==> config.mk <==
export PLATFORM = sky130hd
export DESIGN_NAME = lock_fsm_multi_flat
export DESIGN_NICKNAME = d
export VERILOG_FILES = /design/src/rtl/lock_pkg.sv /design/src/rtl/lock_fsm_multi_if.sv /design/src/rtl/lock_timer.sv /design/src/rtl/lock_fsm_multi.sv /design/src/flat_wrapper.sv
export SDC_FILE = /design/constraint.sdc
export NUM_CORES = 1
export LEC_CHECK = 0
export CAP_MARGIN = 40
export CORE_ASPECT_RATIO = 0.7
export CORE_MARGIN = 2
export CORE_UTILIZATION = 45
export DETAILED_ROUTE_END_ITERATION = 16
export REMOVE_ABC_BUFFERS = 1
export SETUP_SLACK_MARGIN = 0.4
export SKIP_CTS_REPAIR_TIMING = 1
export SLEW_MARGIN = 20
export SYNTH_ARGS = -nofsm -noshare
export SYNTH_HDL_FRONTEND = slang
export SYNTH_HIERARCHICAL = 1
export SYNTH_SLANG_ARGS = --single-unit
==> constraint.sdc <==
create_clock -name clk -period 3.9 [get_ports clk]
set_clock_uncertainty 0.15 [all_clocks]
set_input_delay 0.585 -clock clk [delete_from_list [all_inputs] [get_ports clk]]
set_output_delay 0.585 -clock clk [all_outputs]
set_load 0.005 [all_outputs]
==> src/rtl/lock_pkg.sv <==
// rtl/lock_pkg.sv - shared types, display constants and helpers for the combination lock
package lock_pkg;

    typedef enum logic [1:0] {
        ENTRY   = 2'd0,
        OPEN    = 2'd1,
        PROGRAM = 2'd2,
        LOCKOUT = 2'd3
    } lock_state_t;

    localparam logic [3:0] DIG_BAD  = 4'hF;
    localparam logic [3:0] DIG_LOCK = 4'hE;
    localparam logic [3:0] DIG_OPEN = 4'h0;

    // Only meaningful for a word with exactly one bit set.
    function automatic logic [3:0] onehot_to_index(input logic [15:0] onehot);
        logic [3:0] idx;
        idx = 4'd0;
        for (int i = 0; i < 16; i++) begin
            if (onehot[i]) idx = idx | 4'(i);
        end
        return idx;
    endfunction

endpackage

==> src/rtl/lock_fsm_multi_if.sv <==
// rtl/lock_fsm_multi_if.sv - button/program inputs and display/status outputs of the lock
interface lock_fsm_multi_if #(
    parameter int NUM_BUTTONS = 4,
    parameter int NUM_DIGITS  = 4
) ();

    logic [NUM_BUTTONS-1:0]  strobes;
    logic                    program_req;
    logic [4*NUM_DIGITS-1:0] display;
    logic [NUM_DIGITS-1:0]   points;
    logic [NUM_DIGITS-1:0]   enable_digits;
    logic                    unlocked;
    logic                    lockout;

    modport master (
        output strobes, program_req,
        input  display, points, enable_digits, unlocked, lockout
    );

    modport slave (
        input  strobes, program_req,
        output display, points, enable_digits, unlocked, lockout
    );

endinterface

==> src/rtl/lock_timer.sv <==
// rtl/lock_timer.sv - loadable down-counter shared by the OPEN and LOCKOUT states
module lock_timer #(
    parameter int WIDTH = 8
) (
    input  logic             clk,
    input  logic             reset,
    input  logic             load,
    input  logic [WIDTH-1:0] load_value,
    output logic             done
);

    logic [WIDTH-1:0] count_q;

    always_ff @(posedge clk) begin
        if (reset) begin
            count_q <= '0;
        end else if (load) begin
            count_q <= load_value;
        end else if (count_q != '0) begin
            count_q <= count_q - 1'b1;
        end
    end

    assign done = (count_q == '0);

endmodule

==> src/rtl/lock_fsm_multi.sv <==
// rtl/lock_fsm_multi.sv - parametrised combination lock with lockout, auto-relock and code programming
module lock_fsm_multi
    import lock_pkg::*;
#(
    parameter int                    NUM_BUTTONS    = 4,
    parameter int                    CODE_LEN       = 4,
    parameter int                    NUM_DIGITS     = 4,
    parameter logic [4*CODE_LEN-1:0] DEFAULT_CODE   = 16'h3210,
    parameter int                    MAX_FAILS      = 3,
    parameter int                    UNLOCK_CYCLES  = 50_000_000,
    parameter int                    LOCKOUT_CYCLES = 100_000_000
) (
    input  logic              clk,
    input  logic              reset,
    lock_fsm_multi_if.slave   bus
);

    localparam int MAX_CYC = (UNLOCK_CYCLES > LOCKOUT_CYCLES) ? UNLOCK_CYCLES : LOCKOUT_CYCLES;
    localparam int TMR_W   = (MAX_CYC > 1) ? $clog2(MAX_CYC) : 1;
    localparam int IDX_W   = (CODE_LEN > 1) ? $clog2(CODE_LEN) : 1;
    localparam int FAIL_W  = $clog2(MAX_FAILS + 1);

    lock_state_t             state_q;
    logic [4*CODE_LEN-1:0]   code_q;
    logic [4*CODE_LEN-1:0]   shadow_q;
    logic [4*CODE_LEN-1:0]   shadow_upd;
    logic [IDX_W-1:0]        idx_q;
    logic                    mismatch_q;
    logic [FAIL_W-1:0]       fail_q;
    logic [4*NUM_DIGITS-1:0] display_q;
    logic [NUM_DIGITS-1:0]   points_q;
    logic [NUM_DIGITS-1:0]   enable_q;
    logic                    unlocked_q;
    logic                    lockout_q;

    logic [15:0]      strobe_word;
    logic             any_strobe;
    logic             valid_sym;
    logic [3:0]       sym;
    logic             last_slot;
    logic             sym_miss;
    logic             code_ok;
    logic             code_bad;
    logic             fails_full;
    logic             tmr_load;
    logic [TMR_W-1:0] tmr_value;
    logic             tmr_done;

    assign strobe_word = 16'(bus.strobes);
    assign any_strobe  = |bus.strobes;
    assign valid_sym   = any_strobe && ((strobe_word & (strobe_word - 16'd1)) == 16'd0);
    assign sym         = onehot_to_index(strobe_word);
    assign last_slot   = (idx_q == IDX_W'(CODE_LEN - 1));
    assign sym_miss    = !valid_sym || (sym != code_q[4*int'(idx_q) +: 4]);
    assign code_ok     = (state_q == ENTRY) && any_strobe && last_slot && !mismatch_q && !sym_miss;
    assign code_bad    = (state_q == ENTRY) && any_strobe && last_slot && (mismatch_q || sym_miss);
    assign fails_full  = code_bad && (fail_q == FAIL_W'(MAX_FAILS - 1));

    // The timer is loaded on the same edge the FSM enters OPEN/LOCKOUT so the
    // timed state lasts exactly the configured number of cycles.
    assign tmr_load  = code_ok || fails_full;
    assign tmr_value = code_ok ? TMR_W'(UNLOCK_CYCLES - 1) : TMR_W'(LOCKOUT_CYCLES - 1);

    always_comb begin
        shadow_upd = shadow_q;
        shadow_upd[4*int'(idx_q) +: 4] = sym;
    end

    lock_timer #(.WIDTH(TMR_W)) u_timer (
        .clk        (clk),
        .reset      (reset),
        .load       (tmr_load),
        .load_value (tmr_value),
        .done       (tmr_done)
    );

    always_ff @(posedge clk) begin
        if (reset) begin
            state_q    <= ENTRY;
            code_q     <= DEFAULT_CODE;
            shadow_q   <= '0;
            idx_q      <= '0;
            mismatch_q <= 1'b0;
            fail_q     <= '0;
            display_q  <= '0;
            points_q   <= '0;
            enable_q   <= '0;
            unlocked_q <= 1'b0;
            lockout_q  <= 1'b0;
        end else begin
            case (state_q)
                ENTRY: begin
                    if (any_strobe) begin
                        if (last_slot) begin
                            idx_q      <= '0;
                            mismatch_q <= 1'b0;
                            display_q  <= '0;
                            enable_q   <= '0;
                            if (code_ok) begin
                                state_q    <= OPEN;
                                fail_q     <= '0;
                                unlocked_q <= 1'b1;
                                display_q  <= {NUM_DIGITS{DIG_OPEN}};
                                enable_q   <= '1;
                                points_q   <= '1;
                            end else begin
                                if (fail_q != FAIL_W'(MAX_FAILS)) fail_q <= fail_q + 1'b1;
                                if (fails_full) begin
                                    state_q   <= LOCKOUT;
                                    lockout_q <= 1'b1;
                                    display_q <= {NUM_DIGITS{DIG_LOCK}};
                                    enable_q  <= '1;
                                end
                            end
                        end else begin
                            display_q[4*int'(idx_q) +: 4] <= valid_sym ? sym : DIG_BAD;
                            enable_q[idx_q]               <= 1'b1;
                            if (sym_miss) mismatch_q <= 1'b1;
                            idx_q <= idx_q + 1'b1;
                        end
                    end
                end

                OPEN: begin
                    if (bus.program_req) begin
                        state_q    <= PROGRAM;
                        unlocked_q <= 1'b0;
                        display_q  <= '0;
                        enable_q   <= '0;
                        points_q   <= '1;
                        idx_q      <= '0;
                    end else if (any_strobe || tmr_done) begin
                        state_q    <= ENTRY;
                        unlocked_q <= 1'b0;
                        display_q  <= '0;
                        enable_q   <= '0;
                        points_q   <= '0;
                        idx_q      <= '0;
                        mismatch_q <= 1'b0;
                    end
                end

                PROGRAM: begin
                    if (valid_sym) begin
                        if (last_slot) begin
                            code_q     <= shadow_upd;
                            state_q    <= ENTRY;
                            display_q  <= '0;
                            enable_q   <= '0;
                            points_q   <= '0;
                            idx_q      <= '0;
                            mismatch_q <= 1'b0;
                        end else begin
                            shadow_q                      <= shadow_upd;
                            display_q[4*int'(idx_q) +: 4] <= sym;
                            enable_q[idx_q]               <= 1'b1;
                            idx_q                         <= idx_q + 1'b1;
                        end
                    end
                end

                LOCKOUT: begin
                    if (tmr_done) begin
                        state_q    <= ENTRY;
                        fail_q     <= '0;
                        lockout_q  <= 1'b0;
                        display_q  <= '0;
                        enable_q   <= '0;
                        points_q   <= '0;
                        idx_q      <= '0;
                        mismatch_q <= 1'b0;
                    end
                end

                default: state_q <= ENTRY;
            endcase
        end
    end

    assign bus.display       = display_q;
    assign bus.points        = points_q;
    assign bus.enable_digits = enable_q;
    assign bus.unlocked      = unlocked_q;
    assign bus.lockout       = lockout_q;

endmodule

==> src/flat_wrapper.sv <==
// flat-port wrapper written by rule: the top's interface ports become plain ports
module lock_fsm_multi_flat import lock_pkg::*;
#(
    parameter int                    NUM_BUTTONS    = 4,
    parameter int                    CODE_LEN       = 4,
    parameter int                    NUM_DIGITS     = 4,
    parameter logic [4*CODE_LEN-1:0] DEFAULT_CODE   = 16'h3210,
    parameter int                    MAX_FAILS      = 3,
    parameter int                    UNLOCK_CYCLES  = 50_000_000,
    parameter int                    LOCKOUT_CYCLES = 100_000_000
)
  (clk, reset, bus_strobes, bus_program_req, bus_display, bus_points, bus_enable_digits, bus_unlocked, bus_lockout);
  lock_fsm_multi_if #(.NUM_BUTTONS(NUM_BUTTONS), .NUM_DIGITS(NUM_DIGITS)) bus_i ();
  input  logic clk;
  input  logic reset;
  input wire logic [$bits(bus_i.strobes)-1:0] bus_strobes;
  input wire logic [$bits(bus_i.program_req)-1:0] bus_program_req;
  output wire logic [$bits(bus_i.display)-1:0] bus_display;
  output wire logic [$bits(bus_i.points)-1:0] bus_points;
  output wire logic [$bits(bus_i.enable_digits)-1:0] bus_enable_digits;
  output wire logic [$bits(bus_i.unlocked)-1:0] bus_unlocked;
  output wire logic [$bits(bus_i.lockout)-1:0] bus_lockout;
  assign bus_i.strobes = bus_strobes;
  assign bus_i.program_req = bus_program_req;
  assign bus_display = bus_i.display;
  assign bus_points = bus_i.points;
  assign bus_enable_digits = bus_i.enable_digits;
  assign bus_unlocked = bus_i.unlocked;
  assign bus_lockout = bus_i.lockout;
  lock_fsm_multi #(.NUM_BUTTONS(NUM_BUTTONS), .CODE_LEN(CODE_LEN), .NUM_DIGITS(NUM_DIGITS), .DEFAULT_CODE(DEFAULT_CODE), .MAX_FAILS(MAX_FAILS), .UNLOCK_CYCLES(UNLOCK_CYCLES), .LOCKOUT_CYCLES(LOCKOUT_CYCLES)) u_core (.clk(clk), .reset(reset), .bus(bus_i));
endmodule
==> run metrics, run 1 <==
TritonRoute pass-1 iters 4; Die Area 10600 sq um; vias in the first global route 3667; final RePlAce weighted congestion 0.942; P_int 1.91 mW; Reg2Reg Setup Slack 0.79 ns; Tot Pwr 3.02 mW; RSZ-0062 raised after global routing false; Inst Count DP 686; Most common cell on crit path nand2_1; grt ovf 0; CP Launch Type input port; Slew Limit Fails 0; Worst-Skew Late Latency 0.34 ns; post-synth top area share 0.387; # rows 30; Synth top cells by count dfxtp_1, nand2_1, nor2_1, o21ai_0, a21oi_1; Yosys cell types 72; net switching fraction of the power 0.369; post-synth top area cell dfxtp_1; Syn Inst Count 533; Pleak 1.89 nW; worst flop-to-flop path endpoint u_core/bus.display[0]; Comb power frac 0.360; clock slew at reported path FFs 0.06 ns; Starting Density 0.457; Worst path slowest cell or4_4; yosys warns 6; setup tns final 0 ns; Post-synth EDFFs 0; max_slew headroom 0.491; final setup vio count 0; share of layout cells above drive strength 1 0.0819; nets@finish 587; fin cells 702; top post-synthesis cells by area dfxtp_1, nand2_1, o21ai_0, nor2_1, a21oi_1; sequential fraction of the synthesis area 0.387; diodes inserted 0; pwr dens 589 nW/um^2; first-pass GRT wire length 19200 um; GRT Total Usage 0.232; FF+latch count, synth 85; CP endpoint kind flop; routed vias 3960; critical path type in2reg; post-DP HPWL 8530 um; Psw 1.12 mW; crit path time final 3.15 ns; Fin Hold WS 0.302 ns; max-capacitance violation count 0; CTS root buf clkbuf_16; Area Overhead vs Synth 16.8%; WL final 11800 um; Fmax 318 MHz; Antenna Nets Post-Route 0; initial antenna violation count 0; Worst setup endpoint u_core/u_timer/count_q[7]; crit-path cells clkdlybuf4s50_1 > or4_4 > and3_1 > nand2_1 > nand2_1 > nor2_1 > nand2_1 > buf_4 > o21ai_0; Die Ht 86.7 um; Worst Tran Pin Value 0.762 ns; Reg-to-Reg Start u_core/u_timer/count_q[7]; Final Hold Fails 0; Longest Clk Path Bufs 2; type of the most critical hold path reg2reg; CP max FO 20; Final Util 0.534; CTS tree yes; post-synthesis area per instance 8.24 sq um; Seq pwr share 0.374; Die W 122 um; H-tree depth 3; mapped cell area 4390 sq um; vias per cell 5.64; status completed; drt wl/cell 16.8 um; I/O pins 33; port bufs 32; most used flip-flop cell after synthesis dfxtp_1; Req. time, crit path 4.01 ns; VDD IR-drop max 0.478 mV; DR DRC count 0; asr flop ratio synth 0; Clock power frac 0.266; Num CTS Buffers 9; Worst Path Arrival 3.26 ns; Reg2Reg Depth 11; CP Launch Point bus_strobes[1]; CP peak stage delay 0.58 ns; period utilization 0.807; CORE AREA 9610 sq um; Iteration-0 DRC Markers 276; largest net degree at the start of global routing 28; Filler cells 953; TritonCTS Sinks 85; cell with the most instances after synthesis dfxtp_1
critical path, delay by kind of cell:
family / cells / cell delay (ns)
AO/OA/AOI/OAI: 1 / 0.21
AND/OR/NAND/NOR: 6 / 1.71
buffers and inverters: 2 / 0.74
per-stage QoR:
stage,cell area [sq um],worst slack (ns)
after floorplan,4300,0.480
after global placement,4840,0.490
after detailed placement,4840,0.444
after CTS,5120,0.609
after global routing,5130,0.515
final,5130,0.753
power by group through the flow:
stage / sequential (mW) / combinational (mW) / clock, mW
final: 1.13 / 1.09 / 0.805
after global routing: 1.15 / 1.21 / 0.854
after CTS: 1.13 / 1.07 / 0.822
after detailed placement: 1.14 / 1.07 / 0
after global placement: 1.14 / 1.06 / 0
after floorplan: 1.11 / 0.792 / 0
cell type report:
cell class | count | area, sq um | share of cell area
Multi-Input combinational cell | 409 | 2520 | 0.491
Sequential cell | 85 | 1700 | 0.332
Timing Repair Buffer | 41 | 383 | 0.0746
Clock buffer | 12 | 256 | 0.0500
Tap cell | 128 | 160 | 0.0312
Inverter | 23 | 86.3 | 0.0168
Clock inverter | 4 | 22.5 | 0.00439
cell usage in the layout (no fill, tap or decap), types with 6 or more instances in the layout:
cell type	instances
dfxtp_1	85
nand2_1	70
clkdlybuf4s50_1	31
nor4_1	9
a21oi_1	32
a32oi_1	6
nand3b_1	7
nand3_1	14
and2_1	6
clkbuf_16	9
and3_1	6
xnor2_1	10
ha_1	11
conb_1	18
buf_4	9
nor2_1	46
nor3_1	15
o21ai_0	38
xor2_1	16
inv_1	23
per-layer routing:
metal / GRT usage / wire, um
met3: 0.0553 / 784
met5: 0 / 0
met2: 0.305 / 4430
met1: 0.370 / 6500
met4: 0.0596 / 74
worst min-delay path by stage:
stage	startpoint	to	slack, ns	depth (start not counted)
2_1_floorplan	u_core/code_q[7]	u_core/code_q[7]	0.28	2
3_3_place_gp	u_core/code_q[10]	u_core/code_q[10]	0.29	2
3_5_place_dp	u_core/shadow_q[11]	u_core/shadow_q[11]	0.30	1
4_1_cts	u_core/code_q[3]	u_core/code_q[3]	0.30	2
5_1_grt	u_core/code_q[6]	u_core/code_q[6]	0.32	2
6_report	u_core/code_q[3]	u_core/code_q[3]	0.30	2
kinds of logic (layout without fill, tap and decap cells):
kind of cell / after synthesis / after routing / synth area share
AND/OR/NAND/NOR: 214 / 214 / 0.249
AO/OA/AOI/OAI: 134 / 134 / 0.206
flip-flops: 85 / 85 / 0.387
buffers and inverters: 55 / 80 / 0.0547
XOR/XNOR: 26 / 26 / 0.0518
adder cells (fa/ha/maj): 11 / 11 / 0.0313
multiplexers: 6 / 6 / 0.0179
other: 2 / 18 / 0.00171
(Power assumes the default switching activity.)
==> run 2, diff against run 1 <==
--- a/config.mk
+++ b/config.mk
@@ -10,6 +10,7 @@
 export CORE_MARGIN = 2
 export CORE_UTILIZATION = 45
 export DETAILED_ROUTE_END_ITERATION = 16
+export PLACE_DENSITY = 0.66
 export REMOVE_ABC_BUFFERS = 1
 export SETUP_SLACK_MARGIN = 0.4
 export SKIP_CTS_REPAIR_TIMING = 1
==> constraint.sdc (replaced) <==
create_clock -name clk -period 2.6 [get_ports clk]
set_clock_uncertainty 0.15 [all_clocks]
set_input_delay 0.39 -clock clk [delete_from_list [all_inputs] [get_ports clk]]
set_output_delay 0.39 -clock clk [all_outputs]
set_load 0.005 [all_outputs]
==> run metrics, run 2 (synthesis results as in run 1) <==
H-tree depth 3 (unchanged); Comb power frac 0.443 (was 0.360); Psw 1.92 mW (was 1.12 mW); fin cells 778 (was 702); Req. time, crit path 2.71 ns (was 4.01 ns); Fmax 336 MHz; HP Start reset (was u_core/code_q[3]); Final WS setup -0.377 ns (was 0.753 ns); Worst path slowest cell or4_4 (unchanged); final setup vio count 30 (was 0); CP Launch Type flop (was input port); max_slew headroom 0.595 (was 0.491); Filler cells 828 (was 953); max-capacitance violation count 0 (unchanged); Reg2Reg Setup Slack -0.38 ns (was 0.79 ns); CP max FO 6 (was 20); crit-path cells or4_4 > nor4_4 > nand4_1 > nor4_2 > buf_4 > nand2b_4 > o32a_1 > a21bo_4 > o31ai_2 > o21ai_1 > a31oi_1 (was clkdlybuf4s50_1 > or4_4 > and3_1 > nand2_1 > nand2_1 > nor2_1 > nand2_1 > buf_4 > o21ai_0); Final Hold Fails 0 (unchanged); Fin Hold WS 0.308 ns (was 0.302 ns); diodes inserted 0 (unchanged); Hold Path Sink u_core/shadow_q[5] (was u_core/code_q[3]); CP endpoint kind flop (unchanged); Slew Limit Fails 0 (unchanged); Starting Density 0.457 (unchanged); P_int 3.38 mW (was 1.91 mW); largest net degree at the start of global routing 35 (was 28); TritonCTS Sinks 85 (unchanged); critical path type reg2reg (was in2reg); multi-input combinational cell area 2780 sq um (was 2520 sq um); pwr dens 870 nW/um^2 (was 589 nW/um^2); I/O pins 33 (unchanged); Area Overhead vs Synth 38.5% (was 16.8%); Worst Path Arrival 3.09 ns (was 3.26 ns); CTS tree yes (unchanged); first-pass GRT wire length 20300 um (was 19200 um); Reg-to-Reg Start u_core/u_timer/count_q[8] (was u_core/u_timer/count_q[7]); Antenna Nets Post-Route 0 (unchanged); period utilization 1.14; Seq pwr share 0.308 (was 0.374); register area 1700 sq um (about the same); Worst-Skew Late Latency 0.34 ns (about the same); hold depth 2 (unchanged); Inst Count DP 753 (was 686); grt ovf 0 (unchanged); # rows 30 (unchanged); RSZ-0062 raised after global routing true (was false); crit path time final 2.98 ns; most common cell after layout, fill and taps aside dfxtp_1 (unchanged); Longest Clk Path Bufs 2 (unchanged); final RePlAce weighted congestion 0.947 (was 0.942); port bufs 32 (unchanged); Final Util 0.633 (was 0.534); Clock power frac 0.249 (was 0.266); share of layout cells above drive strength 1 0.257 (was 0.0819); initial antenna violation count 0 (unchanged); worst flop-to-flop path endpoint u_core/bus.enable_digits[2] (was u_core/bus.display[0]); net switching fraction of the power 0.362 (was 0.369); status finished, violations left (was completed); Num CTS Buffers 9 (unchanged); Pleak 2.38 nW (was 1.89 nW); CP peak stage delay 0.55 ns (was 0.58 ns); CTS root buf clkbuf_16 (unchanged); drt wl/cell 16.6 um (was 16.8 um); Worst Tran Pin Value 0.605 ns (was 0.762 ns); post-DP HPWL 9000 um (was 8530 um); CP top delay family simple AND/OR/NAND/NOR gates (unchanged); DR DRC count 0 (unchanged); most frequent cells in the layout dfxtp_1, buf_4, nand2_1, nor2_1, o21ai_0 (was dfxtp_1, nand2_1, nor2_1, o21ai_0, a21oi_1); Die W 122 um (unchanged); Iteration-0 DRC Markers 422 (was 276); Stages on worst setup path 11 (was 9); Die Area 10600 sq um (unchanged); Die Ht 86.7 um (unchanged); vias in the first global route 3991 (was 3667); routed vias 4380 (was 3960); Reg2Reg Depth 11 (unchanged); failing checks negative setup slack; GRT Total Usage 0.246 (was 0.232); type of the most critical hold path in2reg (was reg2reg); WL final 12900 um (was 11800 um); CORE AREA 9610 sq um (unchanged); WP buf/inv 1 (was 2); TritonRoute pass-1 iters 5 (was 4); clock slew at reported path FFs 0.07 ns (was 0.06 ns); nets@finish 663 (was 587); vias per cell 5.63 (was 5.64); VDD IR-drop max 0.462 mV (was 0.478 mV)
[run 2: cell types whose count changed in the layout (fill, tap and decap cells not counted), moves of 4 or more]
| cell | previous run | this run |
|---|---|---|
| o21ai_0 | 38 | 32 |
| nor2_2 | 0 | 5 |
| buf_6 | 0 | 9 |
| o21ai_1 | 5 | 9 |
| nor2_1 | 46 | 38 |
| buf_12 | 0 | 4 |
| buf_4 | 9 | 71 |
[run 2: worst max path at each step]
| stage | to | from | slack (ns) |
|---|---|---|---|
| floorplan | u_core/u_timer/count_q[0] | u_core/idx_q[0] | -0.82 |
| global placement | u_core/bus.display[0] | u_core/u_timer/count_q[1] | -0.27 |
| detailed placement | u_core/bus.display[0] | u_core/u_timer/count_q[1] | -0.33 |
| CTS | u_core/bus.display[0] | u_core/u_timer/count_q[1] | -0.48 |
| global route | u_core/bus.display[0] | u_core/u_timer/count_q[8] | -0.49 |
| finish | u_core/bus.enable_digits[2] | u_core/u_timer/count_q[8] | -0.38 |
[run 2: per-stage QoR]
stage,area (sq um),setup TNS (ns),setup WS [ns],total power [mW]
2_1_floorplan,4300,-25.39,-0.820,2.85
3_3_place_gp,5390,-9.59,-0.266,3.63
3_5_place_dp,5390,-13.26,-0.331,3.68
4_1_cts,5700,-11.28,-0.483,5.04
5_1_grt,6080,-11.47,-0.489,5.58
6_report,6080,-7.64,-0.377,5.29
[run 2: power groups by stage]
stage                     logic (mW)  registers (mW)  clock network, mW
after global routing            2.54            1.65               1.40
final                           2.35            1.63               1.32
after detailed placement        2.04            1.65                  0
after floorplan                 1.19            1.67                  0
after CTS                       2.08            1.62               1.34
after global placement          1.99            1.64                  0
[run 2: layer usage]
metal,GRT usage,share of wire,vias to the layer above
li1,-,-,2101
met4,0.0596,0.011,0
met3,0.0691,0.088,17
met5,0,0,-
met2,0.336,0.41,190
met1,0.376,0.50,2072
[run 2: layout make-up]
class / instances / share of cell area
Sequential cell: 85 / 0.280
Clock inverter: 7 / 0.0134
Tap cell: 128 / 0.0263
Timing Repair Buffer: 117 / 0.172
Multi-Input combinational cell: 409 / 0.457
Clock buffer: 9 / 0.0370
Inverter: 23 / 0.0142
==> run 3, diff against run 2 <==
--- a/config.mk
+++ b/config.mk
@@ -13,7 +13,6 @@
 export PLACE_DENSITY = 0.66
 export REMOVE_ABC_BUFFERS = 1
 export SETUP_SLACK_MARGIN = 0.4
-export SKIP_CTS_REPAIR_TIMING = 1
 export SLEW_MARGIN = 20
 export SYNTH_ARGS = -nofsm -noshare
 export SYNTH_HDL_FRONTEND = slang
==> run metrics, run 3 (synthesis results as in run 1) <==
routed vias 4508 (was 4380); Final Hold Fails 0 (unchanged); Hold Buf Count CTS 0; drt wl/cell 17.6 um (was 16.6 um); crit-path cells or4_4 > nor4_4 > nand4_1 > nor4_2 > buf_4 > nand2b_4 > o32a_1 > a21bo_4 > o31ai_2 > o21ai_1 > a31oi_1 (unchanged); Final Util 0.661 (was 0.633); Iteration-0 DRC Markers 489 (was 422); nets@finish 679 (was 663); max-capacitance violation count 0 (unchanged); final setup vio count 30 (unchanged); met2 wire length 5850 um (was 5250 um); Pleak 2.51 nW (was 2.38 nW); port bufs 32 (unchanged); CTS tree yes (unchanged); Area after DPL 5390 sq um (unchanged); CP top delay family simple AND/OR/NAND/NOR gates (unchanged); final RePlAce weighted congestion 0.947 (unchanged); RSZ-0062 raised after global routing true (unchanged); crit path time final 3.08 ns (was 2.98 ns); Reg-to-Reg Start u_core/u_timer/count_q[8] (unchanged); first-pass GRT wire length 20800 um (was 20300 um); Reg2Reg Depth 11 (unchanged); Die W 122 um (unchanged); Antenna Nets Post-Route 0 (unchanged); Worst-Skew Late Latency 0.34 ns (about the same); most common cell after layout, fill and taps aside dfxtp_1 (unchanged); Top Metal Used met4 (unchanged); initial antenna violation count 0 (unchanged); post-DP HPWL 9000 um (unchanged); CP peak stage delay 0.55 ns (about the same); type of the most critical hold path reg2reg (was in2reg); Die Ht 86.7 um (unchanged); HP Start u_core/code_q[7] (was reset); Die Area 10600 sq um (unchanged); max_slew headroom 0.580 (was 0.595); DR DRC count 0 (unchanged); hold depth 2 (unchanged); diodes inserted 0 (unchanged); TritonCTS Sinks 85 (unchanged); vias in the first global route 4042 (was 3991); I/O pins 33 (unchanged); Hold Path Sink u_core/code_q[7] (was u_core/shadow_q[5]); Final WS setup -0.476 ns (was -0.377 ns); worst flop-to-flop path endpoint u_core/bus.enable_digits[2] (unchanged); period utilization 1.18 (was 1.14); WP buf/inv 1 (unchanged); critical path type reg2reg (unchanged); GRT Total Usage 0.251 (was 0.246); CP Launch Type flop (unchanged); Tot Pwr 5.52 mW (was 5.29 mW); post-route cell area 6360 sq um (was 6080 sq um); most frequent cells in the layout dfxtp_1, buf_4, nand2_1, nor2_1 (was dfxtp_1, buf_4, nand2_1, nor2_1, o21ai_0); Starting Density 0.457 (unchanged); CP max FO 6 (unchanged); Longest Clk Path Bufs 2 (unchanged); # rows 30 (unchanged); H-tree depth 3 (unchanged); vias per cell 5.68 (was 5.63); Area Overhead vs Synth 44.7% (was 38.5%); Reg2Reg Setup Slack -0.48 ns (was -0.38 ns); Worst Tran Pin Value 0.627 ns (was 0.605 ns); Num CTS Buffers 9 (unchanged); failing checks negative setup slack (unchanged); Req. time, crit path 2.72 ns (was 2.71 ns); Slew Limit Fails 0 (unchanged); clock slew at reported path FFs 0.07 ns (about the same); CTS root buf clkbuf_16 (unchanged); Fmax 325 MHz (was 336 MHz); setup tns final -11.13 ns (was -7.64 ns); share of layout cells above drive strength 1 0.297 (was 0.257); CP endpoint kind flop (unchanged); Fin Hold WS 0.305 ns (was 0.308 ns); Filler cells 777 (was 828); status finished, violations left (unchanged); WL final 14000 um (was 12900 um); wl on met1 6750 um (was 6410 um); CORE AREA 9610 sq um (unchanged); VDD IR-drop max 0.462 mV (about the same); grt ovf 0 (unchanged); pwr dens 868 nW/um^2 (was 870 nW/um^2); Worst path slowest cell or4_4 (unchanged); largest net degree at the start of global routing 35 (unchanged); TritonRoute pass-1 iters 5 (unchanged); met3 wire length 1210 um (was 1140 um); Worst Path Arrival 3.19 ns (was 3.09 ns)
[run 3: layout make-up]
cell class              count  area, sq um  share of cell area
clock inverters             7         81.3              0.0128
inverters                  23         86.3              0.0136
clock buffers               9          225              0.0354
multi-input cells         410         2880               0.454
flip-flops and latches     85         1710               0.269
repair buffers            132         1210               0.191
well taps                 128          160              0.0252
[run 3: tightest hold or removal path, cell delays in order, from the launching register on]
cell	delay [ns]
dfxtp_1	0.31
nand2_1	0.05
a21oi_1	0.05
[run 3: stage by stage]
stage	std cells	setup WS, ns
final	794	-0.476
after global routing	794	-0.525
after CTS	775	-0.317
after detailed placement	753	-0.331
after global placement	753	-0.266
after floorplan	517	-0.820
[run 3: what timing repair did]
item / in CTS / in global routing
gates resized for setup: 37 / 75
cloned: 1 / 4
pin swaps: 22 / 28
endpoints found under the setup margin: 57 / 78
buffers inserted: 5 / 15
[run 3: worst max-delay path by stage]
stage | startpoint | to | cells past startpoint
finish | u_core/u_timer/count_q[8] | u_core/bus.enable_digits[2] | 11
global route | u_core/u_timer/count_q[8] | flop | 12
global placement | u_core/u_timer/count_q[1] | u_core/bus.display[0] | 14
CTS | u_core/u_timer/count_q[7] | u_core/bus.enable_digits[2] | 11
detailed placement | u_core/u_timer/count_q[1] | u_core/bus.display[0] | 14
floorplan | u_core/idx_q[0] | u_core/u_timer/count_q[0] | 7
[run 3: report_power, final]
group | internal, mW | switching (mW)
Combinational | 1.22 | 1.33
Clock | 0.758 | 0.568
Sequential | 1.49 | 0.145
Total | 3.47 | 2.04
[run 3: metal layers]
metal / vias to the layer above / track usage
met5: - / 0
met4: 0 / 0.0617
met3: 20 / 0.0691
met2: 212 / 0.347
met1: 2150 / 0.383
li1: 2126 / -
